===== src/rtl/spi_master_if.sv =====
// -----------------------------------------------------------------------------
// spi_master_if
//   Control-side bus between on-chip logic and the spi_master frame engine.
//
//   start  : request one frame (honoured only while busy is low)
//   rw     : 1 = read, 0 = write; captured together with start
//   addr   : memory address; captured together with start
//   wdata  : write data; captured together with start, ignored on reads
//   busy   : frame in progress, including the trailing chip-select gap
//   done   : single-cycle pulse when the frame ends
//   rdata  : byte returned by the most recent completed read
//
//   modport master : the requesting control logic
//   modport slave  : the spi_master engine
// -----------------------------------------------------------------------------
interface spi_master_if #(
  parameter int ADDR_WIDTH = 7,
  parameter int DATA_WIDTH = 8
);
  logic                  start;
  logic                  rw;
  logic [ADDR_WIDTH-1:0] addr;
  logic [DATA_WIDTH-1:0] wdata;
  logic                  busy;
  logic                  done;
  logic [DATA_WIDTH-1:0] rdata;

  modport master (
    output start, rw, addr, wdata,
    input  busy, done, rdata
  );

  modport slave (
    input  start, rw, addr, wdata,
    output busy, done, rdata
  );
endinterface


===== src/rtl/spi_master.sv =====
// -----------------------------------------------------------------------------
// spi_master
//   SPI mode-0 initiator for the spiMemory slave. One start pulse runs one
//   16-bit frame: 7 address bits (MSB first), a R/W bit (1 = read), then
//   8 data bits (MSB first). Reads transmit zeros in the data phase and
//   capture the slave's byte into rdata when the frame ends.
//
//   Ports:
//     clk       : system clock, shared with the memory; rising edge only
//     reset     : synchronous, active-high
//     bus       : control bus (spi_master_if.slave): start/rw/addr/wdata in,
//                 busy/done/rdata out
//     sclk_pin  : SPI clock, idles low
//     cs_pin    : chip select, active low, idles high
//     mosi_pin  : serial data to the slave, only changes while sclk is low
//     miso_pin  : serial data from the slave, already synchronous to clk
//
//   Timing, with N = CLKDIV and cycle 0 the cycle start is accepted:
//     cs low from cycle 1; SCLK rises at 1+N+2kN and falls at 1+2N+2kN
//     (k = 0..15); cs rises with done at 1+33N; busy drops at 1+34N.
//   CLKDIV must be >= 4 so the slave's conditioned MISO has settled before
//   each sampling edge.
// -----------------------------------------------------------------------------
module spi_master #(
  parameter int CLKDIV     = 8,
  parameter int ADDR_WIDTH = 7,
  parameter int DATA_WIDTH = 8
) (
  input  logic         clk,
  input  logic         reset,
  spi_master_if.slave  bus,
  output logic         sclk_pin,
  output logic         cs_pin,
  output logic         mosi_pin,
  input  logic         miso_pin
);

  localparam int FRAME_W = ADDR_WIDTH + 1 + DATA_WIDTH;
  localparam int DIV_W   = (CLKDIV > 1) ? $clog2(CLKDIV) : 1;
  localparam int BIT_W   = $clog2(FRAME_W);

  localparam logic [DIV_W-1:0] DIV_LAST = DIV_W'(CLKDIV - 1);
  localparam logic [BIT_W-1:0] BIT_LAST = BIT_W'(FRAME_W - 1);

  typedef enum logic [2:0] {
    IDLE,
    SETUP,
    SHIFT,
    HOLD,
    GAP
  } state_t;

  state_t                state;
  logic [DIV_W-1:0]      div_cnt;
  logic [BIT_W-1:0]      bit_cnt;
  logic [FRAME_W-1:0]    tx;
  logic [DATA_WIDTH-1:0] rx;
  logic                  rw_q;

  // Frame as it would be captured this cycle; a read carries zero data bits.
  logic [FRAME_W-1:0] frame_in;
  assign frame_in = {bus.addr, bus.rw, (bus.rw ? {DATA_WIDTH{1'b0}} : bus.wdata)};

  // tx holds only the bits still to be sent, left-aligned: the MSB goes
  // straight onto mosi_pin when the frame is accepted, so each falling SCLK
  // edge presents tx[MSB] and shifts the remainder up.
  always_ff @(posedge clk) begin
    if (reset) begin
      // NOTE: tx/rx are cleared too even though a frame always reloads them;
      // it keeps the shift registers free of X and costs nothing here.
      state     <= IDLE;
      div_cnt   <= '0;
      bit_cnt   <= '0;
      tx        <= '0;
      rx        <= '0;
      rw_q      <= 1'b0;
      sclk_pin  <= 1'b0;
      cs_pin    <= 1'b1;
      mosi_pin  <= 1'b0;
      bus.busy  <= 1'b0;
      bus.done  <= 1'b0;
      bus.rdata <= '0;
    end else begin
      // NOTE: every state update uses non-blocking assignment so all
      // registers see the values from before this edge; done defaults low
      // here, which makes it a single-cycle pulse.
      bus.done <= 1'b0;

      unique case (state)
        IDLE: begin
          if (bus.start) begin
            tx       <= {frame_in[FRAME_W-2:0], 1'b0};
            mosi_pin <= frame_in[FRAME_W-1];
            rw_q     <= bus.rw;
            cs_pin   <= 1'b0;
            bus.busy <= 1'b1;
            div_cnt  <= '0;
            bit_cnt  <= '0;
            state    <= SETUP;
          end
        end

        // SCLK low for one half-period so the first MOSI bit is set up.
        SETUP: begin
          if (div_cnt == DIV_LAST) begin
            div_cnt  <= '0;
            sclk_pin <= 1'b1;
            rx       <= {rx[DATA_WIDTH-2:0], miso_pin};
            state    <= SHIFT;
          end else begin
            div_cnt <= div_cnt + DIV_W'(1);
          end
        end

        // Each half-period ends in an SCLK edge: rising samples MISO,
        // falling advances MOSI or, after the last bit, leaves for HOLD.
        SHIFT: begin
          if (div_cnt == DIV_LAST) begin
            div_cnt <= '0;
            if (sclk_pin) begin
              sclk_pin <= 1'b0;
              if (bit_cnt == BIT_LAST) begin
                mosi_pin <= 1'b0;
                state    <= HOLD;
              end else begin
                mosi_pin <= tx[FRAME_W-1];
                tx       <= {tx[FRAME_W-2:0], 1'b0};
                bit_cnt  <= bit_cnt + BIT_W'(1);
              end
            end else begin
              sclk_pin <= 1'b1;
              rx       <= {rx[DATA_WIDTH-2:0], miso_pin};
            end
          end else begin
            div_cnt <= div_cnt + DIV_W'(1);
          end
        end

        // cs held low one half-period after the last fall, then released.
        HOLD: begin
          if (div_cnt == DIV_LAST) begin
            div_cnt  <= '0;
            cs_pin   <= 1'b1;
            bus.done <= 1'b1;
            if (rw_q) begin
              bus.rdata <= rx;
            end
            state <= GAP;
          end else begin
            div_cnt <= div_cnt + DIV_W'(1);
          end
        end

        // Minimum cs-high time before another frame can be accepted.
        GAP: begin
          if (div_cnt == DIV_LAST) begin
            div_cnt  <= '0;
            bus.busy <= 1'b0;
            state    <= IDLE;
          end else begin
            div_cnt <= div_cnt + DIV_W'(1);
          end
        end

        default: state <= IDLE;
      endcase
    end
  end

endmodule


===== src/flat_wrapper.sv =====
// flat-port wrapper written by rule: the top's interface ports become plain ports
module spi_master_flat 
#(
  parameter int CLKDIV     = 8,
  parameter int ADDR_WIDTH = 7,
  parameter int DATA_WIDTH = 8
)
  (clk, reset, sclk_pin, cs_pin, mosi_pin, miso_pin, bus_start, bus_rw, bus_addr, bus_wdata, bus_busy, bus_done, bus_rdata);
  spi_master_if #(.ADDR_WIDTH(ADDR_WIDTH), .DATA_WIDTH(DATA_WIDTH)) bus_i ();
  input  logic clk;
  input  logic reset;
  output logic sclk_pin;
  output logic cs_pin;
  output logic mosi_pin;
  input  logic miso_pin;
  input wire logic [$bits(bus_i.start)-1:0] bus_start;
  input wire logic [$bits(bus_i.rw)-1:0] bus_rw;
  input wire logic [$bits(bus_i.addr)-1:0] bus_addr;
  input wire logic [$bits(bus_i.wdata)-1:0] bus_wdata;
  output wire logic [$bits(bus_i.busy)-1:0] bus_busy;
  output wire logic [$bits(bus_i.done)-1:0] bus_done;
  output wire logic [$bits(bus_i.rdata)-1:0] bus_rdata;
  assign bus_i.start = bus_start;
  assign bus_i.rw = bus_rw;
  assign bus_i.addr = bus_addr;
  assign bus_i.wdata = bus_wdata;
  assign bus_busy = bus_i.busy;
  assign bus_done = bus_i.done;
  assign bus_rdata = bus_i.rdata;
  spi_master #(.CLKDIV(CLKDIV), .ADDR_WIDTH(ADDR_WIDTH), .DATA_WIDTH(DATA_WIDTH)) u_core (.clk(clk), .reset(reset), .bus(bus_i), .sclk_pin(sclk_pin), .cs_pin(cs_pin), .mosi_pin(mosi_pin), .miso_pin(miso_pin));
endmodule

===== config.mk =====
export PLATFORM = sky130hd
export DESIGN_NAME = spi_master_flat
export DESIGN_NICKNAME = d
export VERILOG_FILES = /design/src/rtl/spi_master_if.sv /design/src/rtl/spi_master.sv /design/src/flat_wrapper.sv
export SDC_FILE = /design/constraint.sdc
export NUM_CORES = 1
export LEC_CHECK = 0
export CORE_UTILIZATION = 40
export CTS_BUF_LIST = sky130_fd_sc_hd__clkbuf_4 sky130_fd_sc_hd__clkbuf_8
export DETAILED_ROUTE_END_ITERATION = 16
export GPL_TIMING_DRIVEN = 0
export REMOVE_ABC_BUFFERS = 1
export SLEW_MARGIN = 10
export SYNTH_ARGS = -nofsm -noshare
export SYNTH_HDL_FRONTEND = slang
export SYNTH_SLANG_ARGS = --single-unit

===== constraint.sdc =====
create_clock -name clk -period 1.71 [get_ports clk]
set_input_delay 0.171 -clock clk [delete_from_list [all_inputs] [get_ports clk]]
set_output_delay 0.171 -clock clk [all_outputs]
set_load 0.03 [all_outputs]

## Yosys cells after proc, flatten, opt, wreduce, memory -nomap -nowiden

Index checks and enable logic that the tools add are counted.

- Add/sub/neg operators: 2
- Equality and inequality tests: 15
- Multiplexer cells: 41
- Bitwise logic cells: 1
- Reductions and logical operators: 18

Operator list:

| operator | number |
|---|---|
| 16-bit 2-to-1 mux | 4 |
| 8-bit 2-to-1 mux | 4 |
| 16-bit case mux with 2 select lines | 1 |
| 3-bit 2-to-1 mux | 9 |
| 4-bit 2-to-1 mux | 4 |
| 8-bit case mux with 2 select lines | 1 |
| 3-bit case mux with 5 select lines | 1 |
| 2-bit by 1-bit inequality test with 1-bit output, second input constant | 6 |
| 3-bit AND reduction | 4 |
| 1-bit 2-to-1 mux | 11 |
| 2-bit nonzero test | 5 |
| 1-bit case mux with 2 select lines | 4 |
| 4-bit case mux with 2 select lines | 1 |
| 4-bit AND reduction | 2 |
| 7-bit AND reduction | 1 |
| 3-bit by 2-bit equality test with 1-bit output, second input constant | 2 |
| 3-bit equality test, second input constant | 2 |
| 2-bit inequality test, second input constant | 3 |
| 3-bit case mux with 2 select lines | 1 |
| 5-bit AND reduction | 1 |
| 4-bit by 1-bit adder with 4-bit output, second input constant | 1 |
| 4-bit equality test, second input constant | 1 |
| 2-bit AND reduction | 2 |
| 4-bit OR reduction | 1 |
| other kinds (5) | 5 |

- Register bits: 48
- Input bits: 20
- Output and inout bits: 13

## Depth between registers and ports, before layout

Gate-level depths: netlist of the first run.

- Depth after elaboration: 5
- Mapped depth: 8
- Depth with buffers taken out: 6

## Worst setup path after synthesis of the first run

Ideal clock, no wire load.

- Kind: reg2reg
- Start: reg u_core.div_cnt[0]
- End: reg u_core.tx[8]
- Setup time: 134 ps
- Arrival: 1571 ps
- Required time: 1576 ps
- Setup slack: 5 ps
- Cell stages (with the launch flop): 9
- Path buffers: 2
- Cell sequence: dfxtp_1 -> ha_1 -> ha_1 -> and3_1 -> buf_6 -> a21o_4 -> buf_6 -> a21oi_1 -> a211oi_1

- Cells in the longest elaborated chain, start to end: 3

Ends and longest elaborated chain:

| element | line | source |
|---|---|---|
| from (decl) | spi_master.sv:54 | `logic [DIV_W-1:0] div_cnt;` |
| from (signal assigned) | spi_master.sv:111 | `div_cnt <= div_cnt + DIV_W'(1);` |
| from (signal assigned) | spi_master.sv:135 | `div_cnt <= div_cnt + DIV_W'(1);` |
| from (signal assigned) | spi_master.sv:150 | `div_cnt <= div_cnt + DIV_W'(1);` |
| 3-bit equality test | spi_master.sv:118 | `if (div_cnt == DIV_LAST) begin` |
| 2-bit by 1-bit inequality test with 1-bit output (no source line) | - |  |
| 5-bit AND reduction (no source line) | - |  |
| to (signal assigned) | spi_master.sv:92 | `tx <= {frame_in[FRAME_W-2:0], 1'b0};` |
| to (signal assigned) | spi_master.sv:127 | `tx <= {tx[FRAME_W-2:0], 1'b0};` |
| to (decl) | spi_master.sv:56 | `logic [FRAME_W-1:0] tx;` |

Every way passes these cells.
A chain may end at the register's enable or synchronous reset.

## Worst setup path in the final report of the first run

- Start: reg u_core.div_cnt[0]
- End: reg u_core.tx[15]

Same word-level chain as after synthesis.

==> impl_metrics.json, run 1 <==
{
  "path_max_fanout": 11,
  "crit_arrival_ps": 1860,
  "crit_type": "flip-flop to flip-flop",
  "dr_total_vias": 1818,
  "ys_ff_latch": 47,
  "die_w_um": 75.7,
  "wl_um": 4840,
  "first_pass_iters": 4,
  "cts_tree": "yes",
  "postRouteAntennaNets": 0,
  "skew_ps": 10.0,
  "vias_per_cell": 5.30,
  "initialDrtViolationCount": 73,
  "gr-usage-all-layers": 0.180,
  "period_needed_ps": 1640,
  "cts_sinks": 47,
  "crit_buf_inv": 1,
  "reg2reg_depth": 7,
  "die-area_um2": 5730,
  "setup_viol": 0,
  "wl_per_cell_um": 14.1,
  "die_h_um": 75.7,
  "worst_slew_pin_slew_ps": 481,
  "clk_latency_ps": 310,
  "finalSetupTns_ps": 0,
  "path_cells": "ha_2 > ha_4 > and3_4 > a21oi_4 > nor2_4 > buf_12 > a311oi_1",
  "cp_data_required_time_ps": 1930,
  "grt_pass1_vias": 1600,
  "cp-end-kind": "flip-flop",
  "ys_seq_area_frac": 0.433,
  "cpLargestDelayFamily": "compound AO/OA/AOI/OAI gates",
  "final.period_utilization": 0.958,
  "power.density_nw_per_um2": 808,
  "synthesis.area_um2": 2170,
  "area_growth_pct": 29.0,
  "htree_levels": 2,
  "dp_cells": 323,
  "startpoint_type": "flip-flop",
  "crit_slowest_cell": "dfxtp_2",
  "clockBufferDepth": 2,
  "initial_utilization": 0.420,
  "io-pin-count": 33,
  "timing.slew.headroom": 0.679,
  "clock_tree.root_cell": "clkbuf_8",
  "ctsHoldBuffers": 0,
  "yosys_warnings": 0,
  "finalInstanceArea_um2": 2800,
  "drc": 0,
  "ys_types": 45,
  "p_leak_nw": 1.11,
  "cts-buffers-inserted": 5,
  "grt_max_degree": 47,
  "synthArstFlopShare": 0,
  "syn_area_per_cell_um2": 9.16,
  "antenna_found_initial": 0,
  "core_um2": 5170,
  "hold_viol_final": 0,
  "grt_pass1_wl_um": 7690,
  "fmax_ghz": 0.610,
  "port_buffers": 32,
  "min_path_type": "input pin to flip-flop",
  "n_antenna_cell": 0,
  "maxCapViolCount": 0,
  "hold_ws_ps": 78.1,
  "synth_cells": 237,
  "overflow": 0,
  "irDropWorstVdd_mv": 0.388,
  "crit_cells": 7,
  "synth_edf_count": 0,
  "maxSlewViolCount": 0,
  "gp_congestion": 0.793,
  "outcome": "finished, final reports clean",
  "nNetsFinal": 295,
  "critPathMaxStageDelay_ps": 330,
  "hpwlAfterDp_um": 2790,
  "worstHoldPathCells": 2,
  "synth_ff_type": "dfxtp_1",
  "fin_cells": 343,
  "path_clk_slew_ps": 100,
  "rows": 26,
  "drive_gt1_frac": 0.172,
  "place_area_um2": 2490
}
cells by family (layout without fill, tap and decap cells):
family | after synthesis | after routing | share of synthesized area
AND/OR/NAND/NOR | 84 | 86 | 0.212
flip-flops | 47 | 47 | 0.433
multiplexers | 18 | 18 | 0.0830
XOR/XNOR | 1 | 1 | 0.00404
adder cells (fa/ha/maj) | 3 | 3 | 0.0173
AO/OA/AOI/OAI | 65 | 66 | 0.198
buffers and inverters | 19 | 52 | 0.0524
area by class of cell:
class	count	area (µm²)
multi-input cells	174	1220
inverters	2	7.51
repair buffers	42	418
fillers	492	2370
flip-flops and latches	47	948
clock inverters	3	46.3
clock buffers	5	68.8
well taps	70	87.6
layer usage:
metal / GRT usage / vias to the layer above / wire, µm
li1: - / 933 / -
met1: 0.241 / 844 / 2400
met2: 0.282 / 35 / 2200
met3: 0.0397 / 6 / 150
met4: 0.0741 / 0 / 85
met5: 0 / - / 0
cells in the mapped netlist, drive strengths merged, types with 6 or more instances:
master	instances	area (µm²)
dfxtp	47	941
a21oi	32	171
nor2	27	111
nand2	20	77.6
mux2i	18	180
buf	10	80.1
nor3b	10	86.3
a211oi	9	67.6
clkbuf	7	26.3
o21ai	7	46.3
a311oi	6	52.6
nand3	6	30.0
registers in the layout, indices dropped and copies added (netlist names):
signal / cells
u_core.state: 3
u_core.sclk_pin: 1
u_core.bus.rdata: 8
u_core.bus.busy: 1
u_core.mosi_pin: 1
u_core.bus.done: 1
u_core.bit_cnt: 4
u_core.tx: 15
u_core.rx: 8
u_core.cs_pin: 1
u_core.rw_q: 1
u_core.div_cnt: 3
worst register-to-register path, cell delays in order (launching register included):
cell and delay (ps):
dfxtp_2 330, ha_2 190, ha_4 180, and3_4 230, a21oi_4 200, nor2_4 70
buf_12 140, a311oi_1 220
repair_timing:
item	4_1_cts	5_1_grt
endpoints found under the setup margin	27	22
pin swaps	2	2
cloned	2	1
endpoints found under the hold margin	0	0
buffers inserted	5	4
gates resized for setup	9	12
power breakdown:
| part | internal [mW] | switching, mW | leakage, nW |
|---|---|---|---|
| registers | 1.13 | 0.0323 | 0.385 |
| logic | 0.124 | 0.123 | 0.675 |
| clock network | 0.441 | 0.410 | 0.0548 |
| total | 1.70 | 0.566 | 1.11 |
cells in the final DEF, fill, tap and decap left out, types with 2 or more instances in the layout:
master           instances
nor2_1                  25
nand2_1                 19
dfxtp_2                  3
nor3b_1                  9
clkbuf_8                 5
a311oi_1                 3
nor3_1                   4
dfxtp_1                 43
clkdlybuf4s50_1         30
a211oi_1                 7
nand4b_1                 3
nor2_4                   2
nor3b_4                  2
buf_12                   2
a21oi_1                 31
inv_1                    2
a21o_4                   2
or2_2                    2
nand3b_1                 2
o21ai_0                  6
nand4_1                  2
nand3_1                  5
a311oi_2                 3
a31oi_1                  2
mux2i_1                 18
buf_4                    8
a211oi_2                 2
stage by stage:
step	worst slack [ps]	utilization	power (mW)
after floorplan	-18.3	-	1.30
after global placement	-651	0.478	1.40
after detailed placement	-430	0.481	1.40
after CTS	27.5	0.524	2.27
after global routing	-5.13	0.541	2.36
final	71.6	0.541	2.26
final timing paths:
kind	start	to	slack (ps)
hold reg to reg	u_core.cs_pin	u_core.cs_pin	480
setup / recovery	u_core.div_cnt[0]	u_core.tx[15]	70
hold / removal	reset	u_core.bus.rdata[3]	80
setup reg to reg	u_core.div_cnt[0]	u_core.tx[15]	70
Power figures use the tool's default switching activity.
==> inputs of run 2 (changes only) <==
Settings changed: CORE_ASPECT_RATIO from default to 0.9, GPL_TIMING_DRIVEN 0 to default.
==> run 2 against run 1 <==
Design area rose by 0.36%. Clock power fell by 2.8%. Critical path depth fell by 1. Global-route usage fell by 1.3 points. Sequential cell count did not move. Sequential share of layout area fell by 0.30 points. Utilization fell by 0.34 points. Total power fell by 1.3%. Clock skew rose by 2.3 ps. Register-to-register slack got worse by 20 ps. Cell count rose by 1.5%. Largest cell class unchanged. Highest routed layer unchanged.
==> impl_metrics.json, run 2 (synthesis results as in run 1) <==
{
  "outcome": "finished, final reports clean",
  "core_um2": 5220,
  "clockBufferDepth": 2,
  "postRouteAntennaNets": 0,
  "die-area_um2": 5730,
  "clk_latency_ps": 300,
  "startpoint_type": "flip-flop",
  "path_clk_slew_ps": 100,
  "rows": 25,
  "hpwlAfterDp_um": 3160,
  "final_common_cell": "dfxtp_1",
  "overflow": 0,
  "power.density_nw_per_um2": 794,
  "antenna_found_initial": 0,
  "final.period_utilization": 0.967,
  "cp_data_required_time_ps": 1930,
  "path_max_fanout": 4,
  "place_ws_ps": -208,
  "p_total_mw": 2.23,
  "largest_register_ffs": 15,
  "crit_type": "flip-flop to flip-flop",
  "grt_max_degree": 29,
  "irDropWorstVdd_mv": 0.410,
  "setup_viol": 0,
  "p_leak_nw": 1.16,
  "ctsHoldBuffers": 0,
  "regMostFlops": "u_core.tx",
  "worst_slew_pin_slew_ps": 521,
  "gp_congestion": 0.809,
  "fmax_ghz": 0.605,
  "io-pin-count": 33,
  "nNetsFinal": 303,
  "cts_sinks": 47,
  "wl_per_cell_um": 12.9,
  "n_antenna_cell": 0,
  "wl_um": 4480,
  "rrSetupSlack_ps": 60,
  "drive_gt1_frac": 0.171,
  "skew_ps": 12.4,
  "dp_cells": 339,
  "htree_levels": 2,
  "maxCapViolCount": 0,
  "area_growth_pct": 29.5,
  "fin_util": 0.538,
  "rsz0062_at_grt": "true",
  "grt_pass1_wl_um": 7510,
  "min_path_type": "input pin to flip-flop",
  "largestRegisters": "u_core.tx: 15 flops, u_core.bus.rdata: 8 flops, u_core.rx: 8 flops",
  "die_h_um": 71.9,
  "timing.slew.headroom": 0.652,
  "cts-buffers-inserted": 5,
  "cts_tree": "yes",
  "vias_per_cell": 5.19,
  "clock_tree.root_cell": "clkbuf_8",
  "most-common-layout-cells": "45 x dfxtp_1, 31 x clkdlybuf4s50_1, 30 x a21oi_1",
  "drc": 0,
  "die_w_um": 79.7,
  "fin_cells": 348,
  "worst_slack_ps": 55.9,
  "maxSlewViolCount": 0,
  "period_needed_ps": 1650,
  "cp-end-kind": "flip-flop",
  "first_pass_iters": 4,
  "gr-usage-all-layers": 0.167,
  "crit_arrival_ps": 1870,
  "initialDrtViolationCount": 63,
  "grt_pass1_vias": 1595,
  "finalSetupTns_ps": 0,
  "hold_viol_final": 0,
  "port_buffers": 32,
  "initial_utilization": 0.416,
  "dr_total_vias": 1807
}
run 2: metrics by stage:
stage / hold WS, ps / area, µm²
global route: 435 / 2810
floorplan: 240 / 2060
finish: 439 / 2810
global placement: 454 / 2640
detailed placement: 464 / 2640
CTS: 436 / 2780
run 2: final cells by class:
cell class              instances  area [µm²]
clock inverters                 3        46.3
well taps                      67        83.8
multi-input cells             171        1150
flip-flops and latches         47         943
inverters                       2        7.51
fillers                       502        2410
repair buffers                 53         509
clock buffers                   5        68.8
run 2: worst max-delay path, cell delays in order, from the launching register on:
cell and delay [ps]:
dfxtp_2 340, ha_1 160, ha_2 220, buf_6 110, nand3_2 90, or4_4 530
a21oi_2 140
run 2: final timing paths:
| check | depth (start not counted) | end | startpoint |
|---|---|---|---|
| setup / recovery | 6 | u_core.bit_cnt[3] | u_core.div_cnt[0] |
| hold / removal | 3 | u_core.tx[11] | bus_addr[1] |
| setup reg to reg | 6 | u_core.bit_cnt[3] | u_core.div_cnt[0] |
| hold reg to reg | 2 | u_core.tx[11] | u_core.tx[10] |
run 2: power breakdown:
group | leakage [nW] | switching [mW] | internal (mW)
logic | 0.720 | 0.122 | 0.125
registers | 0.384 | 0.0248 | 1.13
clock network | 0.0548 | 0.386 | 0.441
run 2: layer usage:
metal	routed length [µm]	GRT usage
met5	0	0
met4	29	0.0505
met3	145	0.0403
met2	1930	0.245
met1	2380	0.242
run 2: what timing repair did:
action                     4_1_cts  5_1_grt
pin swaps                        0        4
buffers inserted                 0        1
setup endpoints to repair       25       17
gates resized for setup          4       12
==> inputs of run 3 (changes only) <==
Settings changed: PLACE_DENSITY_LB_ADDON from default to 0.3.
==> run 3 against run 2 <==
Clock power decreased by 1%. Worst hold slack improved by 5.0 ps. Critical path type unchanged. Sequential power about the same. Clock skew decreased by 2.5 ps. Combinational power decreased by 5%. Total power decreased by 0.78%. Fmax increased by 0.98%. First-iteration DRC count increased by 49%. Via count increased by 1.0%. Critical path depth unchanged. Routed wire length decreased by 3.3%.
==> impl_metrics.json, run 3 (synthesis results as in run 1) <==
{
  "outcome": "finished, final reports clean",
  "cp-end-kind": "flip-flop",
  "final_common_cell": "dfxtp_1",
  "worst_slew_pin_slew_ps": 466,
  "fin_cells": 341,
  "overflow": 0,
  "port_buffers": 32,
  "antenna_found_initial": 0,
  "wl_um": 4330,
  "startpoint_type": "flip-flop",
  "rows": 25,
  "cp_data_required_time_ps": 1940,
  "hold_end": "u_core.tx[10]",
  "n_fill_cell": 481,
  "core_um2": 5220,
  "gr-usage-all-layers": 0.160,
  "crit_start": "u_core.div_cnt[0]",
  "n_antenna_cell": 0,
  "clockBufferDepth": 2,
  "largest_register_ffs": 15,
  "grt_pass1_vias": 1611,
  "die_w_um": 79.7,
  "cts_sinks": 47,
  "maxSlewViolCount": 0,
  "largestRegisters": "u_core.tx: 15 flops, u_core.bus.rdata: 8 flops, u_core.rx: 8 flops",
  "dr_total_vias": 1825,
  "maxCapViolCount": 0,
  "timing.slew.headroom": 0.689,
  "hold_viol_final": 0,
  "crit_arrival_ps": 1870,
  "initial_utilization": 0.416,
  "dp_cells": 333,
  "min_path_type": "input pin to flip-flop",
  "fin_util": 0.526,
  "r2r_start": "u_core.div_cnt[0]",
  "cts-buffers-inserted": 5,
  "final.period_utilization": 0.958,
  "rsz0062_at_grt": "false",
  "wl_per_cell_um": 12.7,
  "postRouteAntennaNets": 0,
  "area_growth_pct": 26.5,
  "fmax_ghz": 0.610,
  "clock_tree.root_cell": "clkbuf_8",
  "initialDrtViolationCount": 94,
  "power.density_nw_per_um2": 806,
  "gp_congestion": 0.814,
  "cts_setup_buffers": 0,
  "skew_ps": 9.89,
  "first_pass_iters": 4,
  "grt_pass1_wl_um": 7280,
  "cts_tree": "yes",
  "seq_area_um2": 943,
  "clk_latency_ps": 300,
  "irDropWorstVdd_mv": 0.488,
  "finalSetupTns_ps": 0,
  "hpwlAfterDp_um": 3010,
  "worst_slack_ps": 72.0,
  "path_clk_slew_ps": 80,
  "vias_per_cell": 5.35,
  "regMostFlops": "u_core.tx",
  "p_total_mw": 2.21,
  "period_needed_ps": 1640,
  "reg2reg_to": "u_core.bit_cnt[3]",
  "htree_levels": 2,
  "most-common-layout-cells": "45 x dfxtp_1, 31 x a21oi_1, 31 x clkdlybuf4s50_1",
  "rrSetupSlack_ps": 70,
  "place_ws_ps": -143,
  "worstHoldPathCells": 3,
  "drc": 0,
  "die_h_um": 71.9,
  "reg2reg_depth": 6,
  "setup_viol": 0,
  "multiInputGateArea_um2": 1140,
  "path_max_fanout": 6,
  "grt_max_degree": 41,
  "die-area_um2": 5730,
  "nNetsFinal": 296,
  "crit_type": "flip-flop to flip-flop",
  "io-pin-count": 33,
  "p_leak_nw": 1.12,
  "drive_gt1_frac": 0.142,
  "min_from": "bus_addr[0]"
}
[run 3: cell types whose count changed in the layout (fill, tap and decap cells not counted), sizes merged]
cell / change
buf: -7
[run 3: metal layers]
layer  track usage  wire length, µm  vias up  part of all wire
li1              -                -      923                 -
met1         0.221             2180      845              0.50
met2         0.249             1910       52              0.44
met3        0.0465              215        5             0.050
met4        0.0343               31        0            0.0072
met5             0                0        -                 0
[run 3: worst max path at each step]
stage,end,slack (ps),cells past startpoint
detailed placement,u_core.tx[11],-140,6
finish,u_core.bit_cnt[3],70,6
global placement,u_core.tx[11],-80,6
floorplan,u_core.tx[10],-20,6
global route,u_core.tx[5],30,5
CTS,u_core.bus.rdata[6],30,6
[run 3: per-stage QoR]
stage          instance area, µm²  hold slack [ps]
2_1_floorplan                2060              240
3_3_place_gp                 2600              462
3_5_place_dp                 2600              472
4_1_cts                      2720              442
5_1_grt                      2750              452
6_report                     2750              444
[run 3: worst max-delay path, cell delays in order, from the launching register on]
cell and delay [ps]:
dfxtp_1 340, ha_1 150, ha_2 190, buf_4 150, nand3_2 90, or4_1 510, a21oi_1 150
[run 3: report_power, final]
group	switching (mW)	internal, mW	total [mW]	leakage, nW
combinational	0.116	0.119	0.235	0.678
sequential	0.0273	1.13	1.16	0.384
clock	0.378	0.440	0.818	0.0548
[run 3: timing repair]
item	CTS	global route
hold buffers	0	0
pin swaps	0	1
endpoints found under the setup margin	15	24
gates resized for setup	1	9
[run 3: area by class of cell]
class / instances / share of cell area
repair buffers: 46 / 0.165
well taps: 67 / 0.0305
clock inverters: 3 / 0.0169
multi-input cells: 171 / 0.416
clock buffers: 5 / 0.0251
flip-flops and latches: 47 / 0.344
inverters: 2 / 0.00273
